$ cat src/rtl/lock_pkg.sv
// Shared definitions for the lock supervisor: state encoding, default widths and the
// relock counter width.
package lock_pkg;

    localparam int unsigned RwDefault  = 14;
    localparam int unsigned CwDefault  = 16;
    localparam int unsigned RelockCntW = 8;

    typedef enum logic [1:0] {
        StIdle    = 2'd0,
        StLocked  = 2'd1,
        StSearch  = 2'd2,
        StAcquire = 2'd3
    } lock_state_e;

endpackage

$ cat src/rtl/lock_sweep_gen.sv
// Triangle sweep generator: prescaled ticks step a value between two limits,
// clamping and reversing at each end.
module lock_sweep_gen
    import lock_pkg::*;
#(
    parameter int unsigned RW = RwDefault,
    parameter int unsigned CW = CwDefault
) (
    input  logic                 clk_i,
    input  logic                 rstn_i,
    input  logic                 load_i,
    input  logic                 init_i,
    input  logic                 run_i,
    input  logic signed [RW-1:0] load_val_i,
    input  logic signed [RW-1:0] lo_i,
    input  logic signed [RW-1:0] hi_i,
    input  logic        [RW-2:0] step_i,
    input  logic        [CW-1:0] div_i,
    output logic signed [RW-1:0] val_o,
    output logic signed [RW-1:0] val_nxt_o,
    output logic                 dir_up_o
);

    logic signed [RW-1:0] val_q, val_d;
    logic                 dir_q, dir_d;
    logic        [CW-1:0] presc_q, presc_d;
    logic                 tick;
    logic signed [RW:0]   val_ext, step_ext, lo_ext, hi_ext, sum;

    assign val_ext  = {val_q[RW-1], val_q};
    assign lo_ext   = {lo_i[RW-1], lo_i};
    assign hi_ext   = {hi_i[RW-1], hi_i};
    assign step_ext = $signed({2'b00, step_i});
    assign sum      = dir_q ? (val_ext + step_ext) : (val_ext - step_ext);
    assign tick     = run_i && (presc_q == div_i);

    always_comb begin
        presc_d = presc_q;
        if (load_i || init_i) begin
            presc_d = '0;
        end else if (run_i) begin
            presc_d = tick ? '0 : presc_q + CW'(1);
        end
    end

    always_comb begin
        val_d = val_q;
        dir_d = dir_q;
        if (load_i) begin
            if (hi_i <= lo_i) begin
                val_d = lo_i;
            end else if (load_val_i > hi_i) begin
                val_d = hi_i;
            end else if (load_val_i < lo_i) begin
                val_d = lo_i;
            end else begin
                val_d = load_val_i;
            end
            // A load onto the upper limit counts as landing on it, so head down.
            dir_d = (val_d < hi_i);
        end else if (tick) begin
            if (hi_i <= lo_i) begin
                val_d = lo_i;
            end else if (step_i != '0) begin
                if (dir_q) begin
                    if (sum >= hi_ext) begin
                        val_d = hi_i;
                        dir_d = 1'b0;
                    end else begin
                        val_d = sum[RW-1:0];
                    end
                end else begin
                    if (sum <= lo_ext) begin
                        val_d = lo_i;
                        dir_d = 1'b1;
                    end else begin
                        val_d = sum[RW-1:0];
                    end
                end
            end
        end
    end

    always_ff @(posedge clk_i) begin
        if (rstn_i) begin
            val_q   <= '0;
            dir_q   <= 1'b0;
            presc_q <= '0;
        end else begin
            val_q   <= val_d;
            dir_q   <= dir_d;
            presc_q <= presc_d;
        end
    end

    assign val_o     = val_q;
    assign val_nxt_o = val_d;
    assign dir_up_o  = dir_q;

endmodule

$ cat src/rtl/lock_relock_fsm.sv
// Lock supervisor: watches a PID loop, sweeps the actuator to reacquire lock when the
// output leaves its window or the lock-quality signal drops, then hands back to the PID.
module lock_relock_fsm
    import lock_pkg::*;
#(
    parameter int unsigned RW = RwDefault,
    parameter int unsigned CW = CwDefault
) (
    input  logic                  clk_i,
    input  logic                  rstn_i,
    input  logic                  enable_i,
    input  logic signed [RW-1:0]  pid_dat_i,
    input  logic signed [RW-1:0]  sig_i,
    input  logic signed [RW-1:0]  out_hi_i,
    input  logic signed [RW-1:0]  out_lo_i,
    input  logic signed [RW-1:0]  sig_min_i,
    input  logic        [CW-1:0]  hold_cnt_i,
    input  logic        [CW-1:0]  settle_cnt_i,
    input  logic signed [RW-1:0]  swp_lo_i,
    input  logic signed [RW-1:0]  swp_hi_i,
    input  logic        [RW-2:0]  swp_step_i,
    input  logic        [CW-1:0]  swp_div_i,
    output logic signed [RW-1:0]  dat_o,
    output logic                  int_rst_o,
    output logic                  pid_ifreeze_o,
    output logic signed [RW-1:0]  int_rst_val_o,
    output logic        [1:0]     state_o,
    output logic                  locked_o,
    output logic [RelockCntW-1:0] relock_cnt_o
);

    lock_state_e state_q, state_d;

    logic        [CW-1:0]         hold_q, hold_d, settle_q, settle_d;
    logic        [CW:0]           hold_lim, settle_lim, hold_inc, settle_inc;
    logic [RelockCntW-1:0]        relock_q, relock_d;
    logic                         sig_ok, fault;
    logic                         swp_load, swp_init, swp_run;
    logic signed [RW-1:0]         swp_val, swp_nxt;
    logic                         unused_swp_dir;

    logic signed [RW-1:0]         dat_q, dat_d, rst_val_q, rst_val_d;
    logic                         int_rst_q, int_rst_d, freeze_q, freeze_d, locked_q, locked_d;

    assign sig_ok = (sig_i >= sig_min_i);
    assign fault  = (pid_dat_i > out_hi_i) || (pid_dat_i < out_lo_i) || !sig_ok;

    // Limits of zero behave as one so a transition always needs at least one cycle.
    assign hold_lim   = (hold_cnt_i == '0) ? (CW+1)'(1) : {1'b0, hold_cnt_i};
    assign settle_lim = (settle_cnt_i == '0) ? (CW+1)'(1) : {1'b0, settle_cnt_i};
    assign hold_inc   = {1'b0, hold_q} + (CW+1)'(1);
    assign settle_inc = {1'b0, settle_q} + (CW+1)'(1);

    always_ff @(posedge clk_i) begin
        if (rstn_i) begin
            state_q <= StIdle;
        end else begin
            state_q <= state_d;
        end
    end

    always_comb begin
        state_d = state_q;
        if (!enable_i) begin
            state_d = StIdle;
        end else begin
            unique case (state_q)
                StIdle:    state_d = StLocked;
                StLocked:  if (fault && (hold_inc >= hold_lim)) state_d = StSearch;
                StSearch:  if (sig_ok) state_d = StAcquire;
                StAcquire: begin
                    if (!sig_ok) begin
                        state_d = StSearch;
                    end else if (settle_inc >= settle_lim) begin
                        state_d = StLocked;
                    end
                end
                default:   state_d = StIdle;
            endcase
        end
    end

    always_comb begin
        hold_d   = '0;
        settle_d = '0;
        relock_d = relock_q;
        if (state_d == state_q) begin
            if ((state_q == StLocked) && fault) hold_d = hold_q + CW'(1);
            if ((state_q == StAcquire) && sig_ok) settle_d = settle_q + CW'(1);
        end
        if ((state_q == StLocked) && (state_d == StSearch) && (relock_q != '1)) begin
            relock_d = relock_q + RelockCntW'(1);
        end
    end

    // Only a fresh unlock reloads the sweep; a return from ACQUIRE resumes where it paused.
    assign swp_load = (state_q == StLocked) && (state_d == StSearch);
    assign swp_init = (state_q != StSearch) && (state_d == StSearch);
    assign swp_run  = (state_q == StSearch) && (state_d == StSearch);

    lock_sweep_gen #(
        .RW (RW),
        .CW (CW)
    ) u_sweep (
        .clk_i      (clk_i),
        .rstn_i     (rstn_i),
        .load_i     (swp_load),
        .init_i     (swp_init),
        .run_i      (swp_run),
        .load_val_i (pid_dat_i),
        .lo_i       (swp_lo_i),
        .hi_i       (swp_hi_i),
        .step_i     (swp_step_i),
        .div_i      (swp_div_i),
        .val_o      (swp_val),
        .val_nxt_o  (swp_nxt),
        .dir_up_o   (unused_swp_dir)
    );

    always_comb begin
        dat_d     = (state_d == StSearch) ? swp_nxt : pid_dat_i;
        int_rst_d = (state_d == StSearch);
        freeze_d  = (state_d == StSearch);
        locked_d  = (state_d == StLocked);
        rst_val_d = rst_val_q;
        if ((state_q == StSearch) && (state_d == StAcquire)) rst_val_d = swp_val;
    end

    always_ff @(posedge clk_i) begin
        if (rstn_i) begin
            hold_q    <= '0;
            settle_q  <= '0;
            relock_q  <= '0;
            dat_q     <= '0;
            int_rst_q <= 1'b0;
            freeze_q  <= 1'b0;
            locked_q  <= 1'b0;
            rst_val_q <= '0;
        end else begin
            hold_q    <= hold_d;
            settle_q  <= settle_d;
            relock_q  <= relock_d;
            dat_q     <= dat_d;
            int_rst_q <= int_rst_d;
            freeze_q  <= freeze_d;
            locked_q  <= locked_d;
            rst_val_q <= rst_val_d;
        end
    end

    assign dat_o         = dat_q;
    assign int_rst_o     = int_rst_q;
    assign pid_ifreeze_o = freeze_q;
    assign int_rst_val_o = rst_val_q;
    assign locked_o      = locked_q;
    assign relock_cnt_o  = relock_q;
    assign state_o       = state_q;

endmodule

$ cat config.mk
export PLATFORM = sky130hd
export DESIGN_NAME = lock_relock_fsm
export DESIGN_NICKNAME = d
export VERILOG_FILES = /design/src/rtl/lock_pkg.sv /design/src/rtl/lock_sweep_gen.sv /design/src/rtl/lock_relock_fsm.sv
export SDC_FILE = /design/constraint.sdc
export NUM_CORES = 1
export LEC_CHECK = 0
export BUFFER_PORTS_ARGS = -buffer_cell sky130_fd_sc_hd__buf_2
export CAP_MARGIN = 10
export CORE_ASPECT_RATIO = 0.5
export CORE_MARGIN = 3
export CORE_UTILIZATION = 57
export CTS_CLUSTER_SIZE = 12
export DETAILED_ROUTE_END_ITERATION = 7
export PLACE_DENSITY_LB_ADDON = 0.15
export SLEW_MARGIN = 20
export SYNTH_ARGS = -nofsm -noshare
export SYNTH_HDL_FRONTEND = slang
export SYNTH_SLANG_ARGS = --single-unit
$ cat constraint.sdc
create_clock -name clk_i -period 8.2 [get_ports clk_i]
set_input_delay 1.64 -clock clk_i [delete_from_list [all_inputs] [get_ports clk_i]]
set_output_delay 1.64 -clock clk_i [all_outputs]
set_load 0.03 [all_outputs]
==> results of run 1 <==
==> synthesized netlist by cell type, types with 7 or more instances <==
| cell | n |
|---|---|
| nor4_1 | 19 |
| mux2i_1 | 19 |
| a22oi_1 | 14 |
| ha_1 | 176 |
| nor3_1 | 30 |
| a222oi_1 | 7 |
| nor2b_1 | 37 |
| clkbuf_1 | 19 |
| a22o_1 | 10 |
| nor2b_2 | 9 |
| and3_1 | 13 |
| xnor2_1 | 33 |
| a211oi_1 | 12 |
| a31oi_1 | 7 |
| o211ai_1 | 12 |
| o21ai_0 | 45 |
| xor2_1 | 54 |
| nor2_1 | 101 |
| and4_1 | 8 |
| nand2b_1 | 10 |
| nand4_1 | 30 |
| a21oi_1 | 70 |
| a21o_1 | 19 |
| nand3_1 | 42 |
| inv_1 | 143 |
| dfxtp_1 | 103 |
| o21a_1 | 11 |
| nand2_1 | 82 |
==> layer usage <==
layer  track usage [%]  vias up  wire, um
met5                 0        -        15
met1              44.7     5069     15400
met3              10.3       94      3730
met2              56.5      497     15600
met4              11.4        2      1080
li1                  -     5090         -
==> cell type report <==
| cell class | instances | share of cell area [%] |
|---|---|---|
| clock buffer | 10 | 1.99 |
| clock inverter | 6 | 0.812 |
| inverter | 144 | 4.50 |
| multi-input combinational | 1017 | 64.1 |
| sequential | 103 | 17.2 |
| tap | 234 | 2.44 |
| timing repair buffer | 211 | 8.98 |
==> through the flow <==
step	std cells	util [%]	power, mW
3_3_place_gp	1709	66.1	0.915
4_1_cts	1725	68.0	1.40
5_1_grt	1725	68.1	1.48
6_report	1725	68.1	1.41
3_5_place_dp	1709	66.1	0.927
2_1_floorplan	1295	-	0.770
==> logic make-up after synthesis <==
logic type      Yosys count
compound gates          310
xor+xnor                 87
fa+ha+maj               177
buf+inv                 175
flops                   103
mux                      22
simple gates            421
==> worst max-delay path by stage <==
stage | start | end | slack [ps]
global placement | swp_step_i[4] | dat_o[12] | 1150
CTS | swp_step_i[4] | dat_o[12] | 1380
floorplan | swp_step_i[4] | dat_o[12] | 1820
detailed placement | swp_step_i[4] | dat_o[12] | 1050
global route | swp_step_i[4] | u_sweep.val_o[9] | 820
finish | swp_step_i[4] | dat_o[2] | 1270
==> power by group <==
part           leakage (nW)  internal (mW)  total (mW)  switching, mW
registers             0.834          0.504       0.507        0.00286
clock network         0.166          0.281       0.483          0.202
logic                  4.88          0.161       0.425          0.264
total                  5.88          0.946        1.41          0.468
==> worst register-to-register path: stages (launching register included) <==
cell       delay [ps]
dfxtp_1           350
buf_4             350
mux2_2            430
inv_1              80
fa_1              220
nor2b_1            80
o31a_1            280
o21ai_0           440
o21ai_0           200
a31o_2            280
a21oi_1           170
xnor2_1           120
ha_1              360
nand2_1            70
or4_4             510
o21ai_0           170
o21ba_2           190
o31ai_2           570
o311ai_0          300
o2111ai_1         160
a22oi_1           130
a22oi_1           190
==> state kept, by name, indices dropped and copies added, names as in the netlist <==
register / count
int_rst_val_o: 14
dat_o: 14
u_sweep.dir_up_o: 1
u_sweep.presc_q: 16
u_sweep.val_o: 14
settle_q: 16
pid_ifreeze_o: 1
state_o: 2
locked_o: 1
relock_cnt_o: 8
hold_q: 16
==> results.md, run 1 <==
- Hold EP: hold_q[0]
- First-pass DRT Iterations: 8
- Pwr dens: 118 mW/mm2
- Commonest non-fill, non-tap cell in the layout: buf_2
- Cells after Synth: roughly 1300
- GRT overflow: 0
- I/O pin cnt: between 200 and 250
- Fin area: 0.0120 mm2
- Max-slew violation count: 0
- Synth Warn #: 0
- Footprint of the multi-input gates: 0.00771 mm2
- Max cap viols: 0
- Startpoint types: primary input
- GRT Util Overall: 34.8%
- Top cells by area, synth: ha_1, dfxtp_1, inv_1
- Max Clock Skew: 13.9 ps
- Fin crit period: approximately 7000 ps
- Iter 0 DRT Violations: between 900 and 1000
- Req. time, crit path: about 8500 ps
- Placement Setup Slack: 1050 ps
- Post-synthesis compound-gate area fraction: 21.8%
- First-pass GRT wire length: between 50000 and 60000 um
- # clock sinks: 103
- Layout cells sized above 1: a little under a fifth
- Synth-to-Final Area Change: 15.1%
- GP Congestion: 1.02
- Register area: between 0.002 and 0.0025 mm2
- Vias in the first global route: 10400
- Core Area: between 0.015 and 0.02 mm2
- Largest family of logic cells by synthesized area: compound AO/OA/AOI/OAI gates
- Async set or reset register ratio after synthesis: 0%
- Peak VDD IR: slightly below 0.09 mV
- FF-to-FF End: dat_o[2]
- Critical path class: primary input to flop
- Tcrit/Tclk final: 84.5%
- Clk_lat worst skew: 350 ps
- Core Rows: 34
- Worst Path Max Fanout: 8
- CTS root buf: clkbuf_16
- Die height: 102 um
- Ant. Diodes: 0
- Initial antenna violation count: 1
- CP top delay family: compound AO/OA/AOI/OAI gates
- Initial Util: between 50% and 60%
- Number of synthesized flops with an enable pin: 0
- Yosys top cell area share: 21.1%
- Worst Hold Depth: 1
- DR vias: around 11000
- RSZ-0062 raised after global routing: no
- Fillers: 1502
- Post-synth cell types: roughly 100
- Mean Syn Cell Area: roughly 8.1 um2
- Simple-gate area share of the yosys netlist: 21.2%
- Maximum clock path buffer count: 2
- Port bufs: 202
- #FFs+latches synth: 103
- Hold path start: hold_q[0]
- Cts hold-fix bufs: 0
- CTS tree: built
- Worst Max-Slew Pin Slew: 1090 ps
- Fin Hold WS: approximately 490 ps
- Synth Flop Type: dfxtp_1
- Nets: 1825
- Buf/Inv on CP: 1
- Multiplexer share of the synthesized area: 2.14%
- Reg2reg setup slack: between 2000 and 2500 ps
- Detailed placement HPWL: 29100 um
- Post-Synth XOR/XNOR Area: approximately 7.3%
- Slew HR: 27.2%
- Path depth of the worst reg2reg path: 21
- Htree depth: 3
- Hold Path Class: flop to flop
- Resized cells post-CTS: 0
- Most frequent cells in the layout: buf_2, ha_1, inv_1, dfxtp_1, nor2_1
- Clk slew on worst S/H paths: ~70 ps
- Width of the die: slightly below 200 um
- Arrival time worst endpoint: 7190 ps
- Part of the Yosys area used for sequential elements: 19.7%
- CP Cell Sequence: buf_2 > or3_1 > nor4_1 > a21oi_1 > xor2_1 > ha_1 > a21oi_1 > nand2_1 > o21ai_0 > o21ai_0 > a31o_2 > a21oi_1 > xnor2_1 > ha_1 > nand2_1 > or4_4 > o21ai_0 > o21ba_2 > o31ai_2 > o311ai_0 > o2111ai_1 > a22oi_1 > a22oi_1
- CTS buffer count: 9
- Area after DPL: 0.0117 mm2
- Setup ws final: 1270 ps
- Fmax: 144 MHz
- Via/cell ratio: 6.23
- Largest area contributor in the netlist: ha_1
- Remaining DRCs: 0
- Critical R2R Launch: u_sweep.dir_up_o
- Cell Area, Synth: between 0.01 and 0.015 mm2
- WL per Instance: 20.7 um
- WL final: between 30000 and 40000 um
- CP max-delay cell: o31ai_2
- Outcome: complete, no violations
- Fin. Hold Viols: 0
- Critical path depth: 23
- Largest stage delay, worst path: 570 ps
- Static Leak: between 5 and 6 nW
- Largest net degree at the start of global routing: 40
- Post-synthesis adder-cell area fraction: 21.3%
- Final ANT Viol Nets: 0
- Die area: 0.0201 mm2
- Endpoint class of the critical path: flop
- Sum Neg Setup Slack: 0 ps
- Syn_nets: 1634
- Final Setup Violations: 0
- Setup bufs post-CTS: 0
No activity file was read; power rests on OpenSTA's default activity.
==> inputs of run 2 (changes only) <==
- CORE_UTILIZATION: 57 -> 52
- clock period: 8.2 -> 6.3 ns (I/O delays scaled with it)
==> run 2 against run 1 <==
Clock-buffer cell count grew 1. Utilization shrank 2.8 points. Combinational power grew 37%. Critical path type unchanged. Largest cell class unchanged.
==> results.md, run 2 (synthesis gave the netlist of run 1 again) <==
- Outcome: complete, no violations
- Die area: 0.0219 mm2 (+9.2%)
- Vias in the first global route: 10400 (+0.048%)
- Worst Max-Slew Pin Slew: 1000 ps (-89.8 ps)
- Worst Path Max Fanout: 9 (+1)
- Endpoint class of the critical path: flop
- Die height: 106 um (+4.4%)
- GRT overflow: 0 (unchanged)
- CTS root buf: clkbuf_16
- RSZ-0062 raised after global routing: no
- Setup bufs post-CTS: 0 (unchanged)
- Largest net degree at the start of global routing: 40 (unchanged)
- Non-filler instance count after layout: 1802 (+4.5%)
- Iter 0 DRT Violations: 913 (-7.9%)
- Total power: 1.79 mW (+27%)
- Core Area: 0.0190 mm2 (+7.9%)
- WL per Instance: 20.7 um (-0.37%)
- Startpoint types: primary input
- Max Clock Skew: 17.9 ps (+4.04 ps)
- DP Cell Count: 1786 (+4.5%)
- Initial antenna violation count: 1 (unchanged)
- Peak VDD IR: 0.129 mV (+49%)
- Remaining DRCs: 0 (unchanged)
- Initial Util: 54.8% (-4.3 points)
- Static Leak: 6.12 nW (+4.1%)
- Reg2reg setup slack: 700 ps (-1780 ps)
- CTS buffer count: 9 (unchanged)
- Final ANT Viol Nets: 0 (unchanged)
- Fin Hold WS: 489 ps (-4.87 ps)
- Tcrit/Tclk final: roughly 97%
- Critical R2R Launch: u_sweep.dir_up_o
- Setup ws final: 203 ps (-1070 ps)
- Post-layout util: 65.3% (-2.8 points)
- Max-slew violation count: 0 (unchanged)
- First-pass DRT Iterations: 7 (-1)
- Fin crit period: 6100 ps
- Critical path class: primary input to flop
- Most frequent cells in the layout: buf_2, ha_1, inv_1, dfxtp_1, nor2_1
- Nets: 1877 (+2.8%)
- Ant. Diodes: 0 (unchanged)
- Width of the die: 206 um (+4.6%)
- Hold Path Class: flop to flop
- Clk slew on worst S/H paths: 70 ps (about the same)
- First-pass GRT wire length: 56200 um (+3.2%)
- Resized cells post-CTS: 0 (unchanged)
- Arrival time worst endpoint: 6320 ps (-870 ps)
- WL final: 37200 um (+4.1%)
- # clock sinks: 103 (unchanged)
- Commonest non-fill, non-tap cell in the layout: buf_2
- GP Congestion: 0.998 (-1.8%)
- Via/cell ratio: 6.06 (-2.8%)
- I/O pin cnt: 203 (unchanged)
- Core Rows: 35 (+2.9%)
- Final Setup Violations: 0 (unchanged)
- Slew HR: 33.1% (+5.9 points)
- Hold path start: hold_q[0]
- GRT Util Overall: 32.9% (-1.9 points)
- Hold EP: hold_q[0]
- DR vias: 10900 (+1.5%)
- Detailed placement HPWL: 30600 um (+5.1%)
- Placement Setup Slack: -200 ps (-1250 ps)
- Maximum clock path buffer count: 2 (unchanged)
- Max cap viols: 0 (unchanged)
- Cts hold-fix bufs: 0 (unchanged)
- Fin. Hold Viols: 0 (unchanged)
- Worst Hold Depth: 1 (unchanged)
- Pwr dens: 144 mW/mm2 (+23%)
- Req. time, crit path: 6520 ps (-1940 ps)
- Synth-to-Final Area Change: 19.0%
- Htree depth: 3 (unchanged)
- Port bufs: 202 (unchanged)
- Fillers: 1675 (+12%)
- Largest regs: hold_q: 16 flops, settle_q: 16 flops, u_sweep.presc_q: 16 flops
- Clk_lat worst skew: 360 ps (about the same)
- Layout cells sized above 1: 21.6% (+2.9 points)
- Path depth of the worst reg2reg path: 24 (+14%)
- CTS tree: built
- FF-to-FF End: dat_o[5]
- Fmax: 164 MHz
run 2: metrics by stage:
| stage | TNS, ps | area [um2] |
|---|---|---|
| detailed placement | -1640 | 12100 |
| floorplan | 0 | 10400 |
| finish | 0 | 12400 |
| CTS | 0 | 12400 |
| global route | 0 | 12400 |
| global placement | -123 | 12100 |
run 2: worst max-delay path by stage:
stage,slack (ps),cells past startpoint,startpoint,to
2_1_floorplan,300,22,swp_step_i[4],dat_o[12]
3_3_place_gp,-50,24,swp_step_i[4],dat_o[2]
3_5_place_dp,-200,26,swp_step_i[0],dat_o[2]
4_1_cts,120,26,swp_step_i[0],dat_o[2]
5_1_grt,2,29,swp_step_i[1],dat_o[5]
6_report,200,26,swp_step_i[4],dat_o[5]
run 2: critical path: stages:
cell       delay (ps)
buf_2             100
or3_1             380
nor4_1            290
a21oi_1           140
xor2_1            160
ha_1              300
a21oi_1           170
nand2_1            70
o21ai_1           200
o21ai_0           140
a31o_2            270
a21oi_1           190
xnor2_1           120
ha_1              320
nand2_1            60
or4_4             510
a21oi_2           150
buf_4             130
nor3b_1            40
buf_4             150
nor3_4            230
buf_12            160
nand2_1            50
o2111ai_1         140
o221ai_1          180
a222oi_1          400
run 2: where the power goes:
part | switching (mW) | leakage, nW | internal [mW]
Combinational | 0.349 | 5.15 | 0.234
Clock | 0.267 | 0.141 | 0.284
Sequential | 0.00322 | 0.834 | 0.656
Total | 0.620 | 6.12 | 1.17
run 2: layout make-up:
cell class | instances | area, um2 | area share [%]
Inverter | 144 | 541 | 4.35
Timing Repair Buffer | 263 | 1480 | 11.9
Clock buffer | 11 | 243 | 1.95
Tap cell | 259 | 324 | 2.61
Sequential cell | 103 | 2060 | 16.6
Multi-Input combinational cell | 1017 | 7740 | 62.3
Clock inverter | 5 | 40.0 | 0.322
run 2: metal layers:
| layer | vias to the layer above | GRT usage [%] | share of wire, % |
|---|---|---|---|
| li1 | 5208 | - | - |
| met1 | 5119 | 44.6 | 45 |
| met2 | 508 | 53.2 | 43 |
| met3 | 76 | 7.07 | 9.2 |
| met4 | 2 | 8.08 | 2.3 |
| met5 | - | 0 | 0.027 |
==> inputs of run 3 (changes only) <==
- RECOVER_POWER: default -> 100
==> run 3 against run 2 <==
First-iteration DRC count up 3.8%. Highest routed layer unchanged. Critical path depth fell by 2. Critical endpoint is now dat_o[1]. Clock-buffer cell count did not move. The flow now finishes with violations (max-capacitance violations, max-slew violations). Final cell count unchanged. Die area stayed put. Global-route usage did not move.
==> results.md, run 3 (synthesis gave the netlist of run 1 again) <==
- Outcome: finished, violations left
- Failing checks: max-capacitance violations, max-slew violations
- Req. time, crit path: 6500 ps (-20 ps)
- GP Congestion: 0.998 (unchanged)
- Initial Util: 54.8% (unchanged)
- RSZ-0062 raised after global routing: no
- Reg2reg setup slack: 730 ps (+30 ps)
- Fin area: 0.0123 mm2 (-1.1%)
- CTS tree: built
- Nets: 1877 (unchanged)
- Initial antenna violation count: 1 (unchanged)
- Die height: 106 um (unchanged)
- Fin. Hold Viols: 0 (unchanged)
- Largest regs: hold_q: 16 flops, settle_q: 16 flops, u_sweep.presc_q: 16 flops
- Critical path class: primary input to flop
- Sum Neg Setup Slack: 0 ps (unchanged)
- Tcrit/Tclk final: 96.9% (+0.12 points)
- Htree depth: 3 (unchanged)
- Remaining DRCs: 0 (unchanged)
- First-pass GRT wire length: 56200 um (unchanged)
- CTS buffer count: 9 (unchanged)
- GRT Util Overall: 32.9% (unchanged)
- Worst Max-Slew Pin Slew: 2030 ps (+1030 ps)
- I/O pin cnt: 203 (unchanged)
- Ant. Diodes: 0 (unchanged)
- Max Clock Skew: 19.1 ps (+1.12 ps)
- Arrival time worst endpoint: 6310 ps (about the same)
- Detailed placement HPWL: 30600 um (unchanged)
- Core Rows: 35 (unchanged)
- DR vias: 11000 (+0.62%)
- Largest net degree at the start of global routing: 40 (unchanged)
- Clk_lat worst skew: 360 ps (about the same)
- Area after DPL: 0.0121 mm2 (unchanged)
- Peak VDD IR: 0.129 mV (+0.16%)
- WL final: 37200 um (-0.14%)
- Most frequent cells in the layout: ha_1, buf_2, inv_1, dfxtp_1, nor2_1
- Synth-to-Final Area Change: 17.7%
- Fillers: 1722 (+2.8%)
- Post-layout util: 64.5% (-0.73 points)
- Vias in the first global route: 10400 (unchanged)
- Final ANT Viol Nets: 0 (unchanged)
- Fin crit period: 6100 ps (+7.45 ps)
- Core Area: 0.0190 mm2 (unchanged)
- Static Leak: 5.93 nW (-3.1%)
- Port bufs: 202 (unchanged)
- Final Setup Violations: 0 (unchanged)
- Endpoint class of the critical path: flop
- Maximum clock path buffer count: 2 (unchanged)
- Commonest non-fill, non-tap cell in the layout: ha_1
- Iter 0 DRT Violations: 948 (+3.8%)
- Width of the die: 206 um (unchanged)
- Clk slew on worst S/H paths: 70 ps (about the same)
- Startpoint types: primary input
- Layout cells sized above 1: 18.0% (-3.6 points)
- Fmax: 164 MHz (-0.12%)
- Total power: 1.79 mW (-0.36%)
- Die area: 0.0219 mm2 (unchanged)
- Slew HR: -37.2% (-70 points)
- Cts hold-fix bufs: 0 (unchanged)
- Worst Path Max Fanout: 9 (unchanged)
- GRT overflow: 0 (unchanged)
- Hold Path Class: flop to flop
- # clock sinks: 103 (unchanged)
- WL per Instance: 20.6 um (-0.14%)
- Max-slew violation count: 17 (+17)
- Pwr dens: 145 mW/mm2 (+0.76%)
- Max cap viols: 2 (+2)
- Via/cell ratio: 6.09 (+0.62%)
- First-pass DRT Iterations: 7 (unchanged)
- CTS root buf: clkbuf_16
[run 3: changes by cell type in the layout (fill, tap and decap cells not counted), sizes merged]
cell	before	now
buf	263	213
clkbuf	11	61
[run 3: layout make-up]
cell class,instances,area (um2),area share [%]
Multi-Input combinational cell,1017,7670,62.4
Sequential cell,103,2060,16.8
Timing Repair Buffer,263,1410,11.5
Inverter,144,541,4.40
Tap cell,259,324,2.64
Clock buffer,11,243,1.97
Clock inverter,5,40.0,0.326
[run 3: metal layers]
metal | GRT usage [%] | share of wire, %
met1 | 44.6 | 44
met2 | 53.2 | 43
met3 | 7.07 | 9.8
met4 | 8.08 | 2.4
met5 | 0 | 0.027
[run 3: final timing paths]
check                    from        end  cells past startpoint
max             swp_step_i[4]   dat_o[1]                     24
min                 hold_q[0]  hold_q[0]                      1
max reg2reg  u_sweep.dir_up_o   dat_o[5]                     24
min reg2reg         hold_q[0]  hold_q[0]                      1
[run 3: timing repair]
action,CTS,global route
gates resized for setup,0,8
setup endpoints to repair,0,25
setup buffers,0,0
endpoints found under the hold margin,0,0
[run 3: where the power goes]
group,total (mW),internal [mW],switching [mW]
logic,0.577,0.230,0.347
clock network,0.551,0.284,0.267
registers,0.660,0.656,0.00322
total,1.79,1.17,0.618
[run 3: through the flow]
stage | setup WS (ps) | std cells | hold slack [ps]
final | 196 | 1802 | 489
after global routing | 9.70 | 1802 | 527
after CTS | 116 | 1802 | 489
after detailed placement | -200 | 1786 | 471
after global placement | -45.1 | 1786 | 460
after floorplan | 305 | 1295 | 433
[run 3: critical path: stages]
cell and delay, ps:
buf_2 100, or3_1 380, nor4_1 290, a21oi_1 140, xor2_1 160, ha_1 300, a21oi_1 170, nand2_1 70
o21ai_1 200, o21ai_0 140, a31o_2 270, a21oi_1 190, xnor2_1 110, clkbuf_4 150, ha_1 310, nand4_1 170
a211oi_1 330, o21a_1 300, nor2_2 70, buf_4 180, a311o_1 400, a221oi_1 290, o22a_1 230, a22oi_1 110
